[src/rtl/mem_access_ctrl.sv]
// Memory access stage between the CPU control unit and a synchronous single-port RAM.
// Runs one multi-cycle access per request edge, with configurable wait states and a stall output.
module mem_access_ctrl #(
    parameter int ADDR_WIDTH  = 9,
    parameter int DATA_WIDTH  = 32,
    parameter int WAIT_STATES = 2
) (
    input  logic                  Clock,
    input  logic                  Reset,
    input  logic                  Read,
    input  logic                  Write,
    input  logic [31:0]           MAR_in,
    input  logic [DATA_WIDTH-1:0] MDR_in,
    output logic [DATA_WIDTH-1:0] Mdata_out,
    output logic                  Mem_busy,
    output logic                  Mem_done,
    output logic                  Addr_err,
    output logic [ADDR_WIDTH-1:0] ram_addr,
    output logic [DATA_WIDTH-1:0] ram_wdata,
    output logic                  ram_we,
    output logic                  ram_re,
    input  logic [DATA_WIDTH-1:0] ram_rdata
);

    // state   | meaning
    // IDLE    | waiting for Read/Write; address and data latched on acceptance
    // ACCESS  | wait-state countdown; RAM strobe fires when the counter hits zero
    // CAPTURE | read data from the RAM is registered into Mdata_out
    // DONE    | one-cycle completion (and address-error) pulse
    // RELEASE | hold off until the request is dropped, so a held strobe runs once
    typedef enum logic [2:0] {
        IDLE,
        ACCESS,
        CAPTURE,
        DONE,
        RELEASE
    } state_t;

    state_t     state;
    state_t     state_next;
    logic [3:0] wait_cnt;
    logic       op_write;
    logic       op_err;
    logic       req;
    logic       addr_hi_err;

    assign req         = Read | Write;
    assign addr_hi_err = (MAR_in >> ADDR_WIDTH) != 32'd0;

    always_ff @(posedge Clock) begin
        if (Reset) begin
            state <= IDLE;
        end else begin
            state <= state_next;
        end
    end

    always_ff @(posedge Clock) begin
        if (Reset) begin
            wait_cnt  <= 4'd0;
            op_write  <= 1'b0;
            op_err    <= 1'b0;
            ram_addr  <= '0;
            ram_wdata <= '0;
            Mdata_out <= '0;
        end else begin
            case (state)
                IDLE: begin
                    if (req) begin
                        ram_addr  <= MAR_in[ADDR_WIDTH-1:0];
                        ram_wdata <= MDR_in;
                        op_write  <= Write;
                        op_err    <= addr_hi_err;
                        wait_cnt  <= 4'(WAIT_STATES);
                    end
                end
                ACCESS: begin
                    if (wait_cnt != 4'd0) begin
                        wait_cnt <= wait_cnt - 4'd1;
                    end
                end
                CAPTURE: begin
                    // Out-of-range reads return zero rather than stale RAM output.
                    Mdata_out <= op_err ? '0 : ram_rdata;
                end
                default: begin
                end
            endcase
        end
    end

    always_comb begin
        state_next = state;
        Mem_busy   = 1'b0;
        Mem_done   = 1'b0;
        Addr_err   = 1'b0;
        ram_we     = 1'b0;
        ram_re     = 1'b0;
        case (state)
            IDLE: begin
                Mem_busy = req;
                if (req) begin
                    state_next = ACCESS;
                end
            end
            ACCESS: begin
                Mem_busy = 1'b1;
                if (wait_cnt == 4'd0) begin
                    ram_we     = op_write & ~op_err;
                    ram_re     = ~op_write & ~op_err;
                    state_next = op_write ? DONE : CAPTURE;
                end
            end
            CAPTURE: begin
                Mem_busy   = 1'b1;
                state_next = DONE;
            end
            DONE: begin
                Mem_busy   = 1'b1;
                Mem_done   = 1'b1;
                Addr_err   = op_err;
                state_next = RELEASE;
            end
            RELEASE: begin
                if (!req) begin
                    state_next = IDLE;
                end
            end
            default: begin
                state_next = IDLE;
            end
        endcase
    end

endmodule

[config.mk]
export PLATFORM = sky130hd
export DESIGN_NAME = mem_access_ctrl
export DESIGN_NICKNAME = d
export VERILOG_FILES = /design/src/rtl/mem_access_ctrl.sv
export SDC_FILE = /design/constraint.sdc
export NUM_CORES = 1
export LEC_CHECK = 0
export CAP_MARGIN = 20
export CORE_UTILIZATION = 35
export CTS_CLUSTER_DIAMETER = 40
export DETAILED_ROUTE_END_ITERATION = 8
export MAX_ROUTING_LAYER = met4
export PLACE_DENSITY_LB_ADDON = 0.15
export SLEW_MARGIN = 10
export SYNTH_ARGS = -nofsm -noshare
export SYNTH_HDL_FRONTEND = slang
export SYNTH_SLANG_ARGS = --single-unit
export TNS_END_PERCENT = 20
[constraint.sdc]
create_clock -name Clock -period 3.67 [get_ports Clock]
set_clock_uncertainty 0.1 [all_clocks]
set_input_delay 0.9175 -clock Clock [delete_from_list [all_inputs] [get_ports Clock]]
set_output_delay 0.9175 -clock Clock [all_outputs]
set_load 0.005 [all_outputs]
## Word level (Yosys, flattened, before mapping)

Cells that the tools add are included.

| operators by class | value |
|---|---|
| add/sub/neg operators | 1 |
| eq/ne operators | 8 |
| muxes and demuxes | 16 |
| bitwise operators | 5 |
| reduce and logical (&&, ||, !) cells | 9 |

Operator list:

| kind | number |
|---|---|
| 32-bit two-way mux | 1 |
| 32-bit nonzero test | 1 |
| 3-bit one-hot mux with 5 select lines | 1 |
| 3-bit two-way mux | 3 |
| 4-bit two-way mux | 2 |
| 2-bit != test (second input constant) | 4 |
| 4-bit one-hot mux with 2 select lines | 1 |
| 1-bit two-way mux | 7 |
| 3-bit by 2-bit == test with 1-bit output (second input constant) | 2 |
| 3-bit AND reduction | 2 |
| 4-bit logical NOT | 1 |
| 4-bit nonzero test | 1 |
| 4-bit by 1-bit subtractor with 4-bit output (second input constant) | 1 |
| 3-bit by 1-bit == test with 1-bit output (second input constant) | 1 |
| 3-bit == test (second input constant) | 1 |
| 3-bit logical NOT | 1 |
| 3-bit OR reduction | 1 |
| 1-bit bitwise AND | 2 |
| 1-bit NOT | 2 |
| 1-bit one-hot mux with 2 select lines | 1 |
| 2-bit AND reduction | 1 |
| 2-bit nonzero test | 1 |
| 1-bit bitwise OR | 1 |

| storage, ports and cells | value |
|---|---|
| flip-flop bits (word level) | 82 |
| input bits | 100 |
| output and inout bits | 78 |

## Longest topological paths before layout

| depth | value |
|---|---|
| word-level depth | 4 |
| gate-level depth with buffers | 6 |
| depth with buffers taken out | 5 |

## Least setup slack after synthesis

Ideal clock, no wire load.

| timing | value |
|---|---|
| path type | in2out |
| from | in Write |
| to | out Mem_busy |
| arrival | 1.444 ns |
| data required time | 2.653 ns |
| slack | 1.209 ns |
| stages on the path | 3 |
| path through | nor2_2 -> clkbuf_1 -> a21oi_1 |

| between the ends | value |
|---|---|
| longest elaborated chain between the ends | 2 |

RTL lines:

| what | RTL line | source |
|---|---|---|
| start: declaration | 11 | `input logic Write,` |
| 1-bit bitwise OR | 47 | `assign req = Read \| Write;` |
| 1-bit one-hot mux with 2 select lines | 99 | `case (state)` |
| end: declaration | 15 | `output logic Mem_busy,` |

Every way passes these cells.

## Final worst setup path

| timing | value |
|---|---|
| from | reg wait_cnt[0] |
| to | out ram_re |

| between the ends | value |
|---|---|
| longest elaborated chain between the ends | 3 |

RTL lines:

| what | RTL line | source |
|---|---|---|
| start: declaration | 41 | `logic [3:0] wait_cnt;` |
| start signal: assignment | 74 | `wait_cnt <= 4'(WAIT_STATES);` |
| start signal: assignment | 79 | `wait_cnt <= wait_cnt - 4'd1;` |
| 4-bit logical NOT | 108 | `if (wait_cnt == 4'd0) begin` |
| 1-bit two-way mux | 108 |  |
| 1-bit two-way mux | 99 |  |
| end: declaration | 21 | `output logic ram_re,` |

Every way passes these cells.

==> results summary <==
For the worst flop-to-flop path, the logic depth is 4. The synthesized net count came out at 503. The post-cts hold buffer count came out at 0. The count of buffers added by post-CTS timing repair for setup came out at 0.

In this run, synthesis produced a sequential element count of 82. The post-cts resize count came out at 0. The worst-case headroom to the max-slew limit came out at 42.9%. STA puts the critical path data required time at 2.65 ns. Summing all flip-flop and latch instances after layout gives 1640 µm².

STA classifies the critical path endpoint as an output port. The mean area per synthesized cell came out at 8.85 µm². From synthesis to final layout, the design area changed by 52.7%. Summing all multi-input logic gate instances after layout gives 1550 µm².

For this run, asynchronously set or reset flops after synthesis account for 0%. The pin slew with the least headroom to its limit is 0.854 ns. The critical path goes through inv_1, ha_1, or3b_2, nor4_1, clkdlybuf4s50_1. The capture point of the critical path is ram_re. The site row count is 36. The cell internal power dissipation came out at 1.84 mW. The number of failing hold endpoints at the final stage is 0.

The clock edge transition at the registers on the reported setup and hold paths came out at 0.08 ns. After the last flow step, the layout net total stands at 658. The synthesis warning total came out at 0.

STA classifies the critical path startpoint as a flip-flop. The routed length per placed instance came out at 15.0 µm. The number of nets with antenna violations after detailed routing is 0.

TritonCTS built the clock tree. In the synthesized netlist the dominant register cell turns out to be dfxtp_1. At the end of routability-driven placement, the weighted congestion stood at 0.747.

The die covers 10500 µm². In this run the cell area of the synthesized design comes to 3550 µm². The share of total power dissipated in sequential elements is 41.2%. The initial detailed-routing violation count came out at 110. In the routed layout, each cell is associated on average with a via count of 4.99.

The arrival time at the worst endpoint is 2.24 ns. Power spread over the standard cell area amounts to 492 nW/µm². The antenna diode count came out at 0. The setup TNS after final layout is 0 ns. The placed instance count is 678. The setup path with the least slack is of type flip-flop to output port. The flow ran to the end, and the final reports show no timing, DRC or antenna violations. The filler cells instantiated in the layout total 934. The number of clock sinks seen by CTS came out at 82. The I/O pin count came out at 178. The later pin in the worst-skew pair is clocked with a latency of 0.33 ns. The maximum buffer depth of the clock tree came out at 2. The count of max-cap constraint violations is 0. The switching component of the power is 824 µW. The total global routing track utilization is 19.1%. The leakage power came out at 1.84 nW. The setup check on the worst reg-to-reg path leaves a slack of 1.53 ns. In this run the critical register-to-register path is launched from state[2]. In this run the worst setup path begins at wait_cnt[0]. The final layout contains routed wiring with a total length of 10400 µm. The total count of max-transition violations in the final report came out at 0. The share of the yosys chip area belonging to registers came out at 46.2%. The starting density of the core is 36.1%. Port buffering added 177 buffers. The fraction of power spent switching nets is 30.9%.

The most common cell after layout, fill and taps aside is clkdlybuf4s50_1. The number of antenna violations at the first check in global routing is 0. On the critical path, the stage with the largest delay is an instance of clkdlybuf4s50_1. From bottom edge to top edge, the die measures 103 µm. The worst stage delay on the critical path is 0.56 ns.

The detailed-route DRC error count is 0. On the final layout, the worst hold slack is 0.352 ns. The worst hold path belongs to the class flip-flop to flip-flop. In the layout the commonest cells are clkdlybuf4s50_1, dfxtp_1, a21oi_1, nand3_1.

The floorplan step set the die width to 103 µm. The maximum fanout count along the critical path is 7. The fraction of layout instances using a drive strength above 1 is 6.60%. The count of mapped cells out of synthesis came out at 401. The post-route clock period utilization is 88.7%. Synthesis instantiated 44 different standard cells from the library.

Excluding fillers, the count of instances in the completed layout stands at 694. Setup repair after global routing left no endpoint under its margin. The core area is 9820 µm². The worst register-to-register path ends at ram_addr[7]. The number of buffers created by CTS came out at 9.

The first-pass GRT wire length came out at 15300 µm. The number of global-route vias before repair came out at 3111. The final critical-path required period is 3.26 ns.

The clock network power share is 27.0%. The clock root buffer is clkbuf_8. The CTS H-tree depth is 3. The maximum clock rate is 307 MHz. Summing over every cut layer, the via total after detailed routing is 3460. The worst supply voltage drop on vdd came out at 0.292 mV. The global-route congestion overflow total is 0. The first-pass iteration count of the detailed router is 4. The number of failing setup endpoints in the final timing report is 0. In this run, the combinational gates consume 31.8% of the power. The wire-length estimate of the detail-placed layout is 7130 µm. Counting flops with a built-in enable in the synthesized netlist gives 0. Entering global routing, the biggest net connects 43 pins.
## how the worst min path moves through the flow
stage / cells after the start / startpoint / endpoint / slack, ns
4_1_cts: 2 / Mdata_out[7] / Mdata_out[7] / 0.36
3_3_place_gp: 2 / Mdata_out[6] / Mdata_out[6] / 0.34
3_5_place_dp: 2 / Mdata_out[7] / Mdata_out[7] / 0.35
2_1_floorplan: 2 / Mdata_out[15] / Mdata_out[15] / 0.35
5_1_grt: 2 / Mdata_out[16] / Mdata_out[16] / 0.37
6_report: 2 / Mdata_out[7] / Mdata_out[7] / 0.35
## cells by family after synthesis
family                     after synthesis  synth area share (%)
adders and majority gates                2                 0.705
and+or+nand+nor                        141                  23.4
DFF                                     82                  46.2
AOI/OAI and AO/OA                      129                  19.4
buffers and inverters                   46                  10.0
muxes                                    1                 0.282
## sequential cells by signal, summed over array words and instances, names as in the netlist
register   flops
Mdata_out     32
ram_wdata     32
ram_addr       9
wait_cnt       4
state          3
op_err         1
op_write       1
## power groups by stage
stage | clock (mW) | sequential [mW] | combinational [mW]
floorplan | 0 | 1.10 | 0.514
global placement | 0 | 1.12 | 0.839
detailed placement | 0 | 1.12 | 0.853
CTS | 0.741 | 1.10 | 0.857
global route | 0.785 | 1.12 | 0.933
finish | 0.719 | 1.10 | 0.848
## synth_stat cells, types with 6 or more instances
library cell / number / area share [%]
a21oi_1: 74 / 10
buf_6: 9 / 2.9
clkbuf_1: 12 / 1.3
clkbuf_8: 8 / 3.1
dfxtp_1: 82 / 46
inv_1: 6 / 0.63
nand2_1: 34 / 3.6
nand3_1: 43 / 6.1
nand3b_1: 32 / 6.8
nor4_1: 8 / 1.4
o21ai_0: 34 / 4.8
o21ai_1: 10 / 1.4
## worst max-delay path: cells and delay by family, from the launching register on
kind | cells | cell delay (ns)
simple gates | 2 | 0.75
buf+inv | 2 | 0.67
flops | 1 | 0.33
fa+ha+maj | 1 | 0.17
## area by class of cell
class | instances | share of cell area, %
repair buffers | 184 | 33.6
flip-flops and latches | 82 | 30.3
multi-input cells | 273 | 28.6
well taps | 133 | 3.07
clock buffers | 10 | 2.35
clock inverters | 6 | 1.69
inverters | 6 | 0.416
## per-layer routing
metal / GRT usage [%] / part of all wire [%] / vias up
met2: 30.6 / 48 / 122
met3: 3.19 / 5.7 / 16
met5: - / 0 / -
met4: 7.47 / 2.1 / 0
met1: 24.0 / 44 / 1590
li1: - / - / 1732
## metrics by stage
step / setup slack (ns) / power (mW) / area (µm²) / utilization [%]
detailed placement: 0.463 / 1.97 / 5200 / 53.0
CTS: 0.392 / 2.70 / 5420 / 55.2
global placement: 0.456 / 1.95 / 5200 / 53.0
global route: 0.286 / 2.84 / 5420 / 55.2
floorplan: 1.21 / 1.62 / 3550 / -
finish: 0.413 / 2.67 / 5420 / 55.2
(Power assumes the default switching activity.)
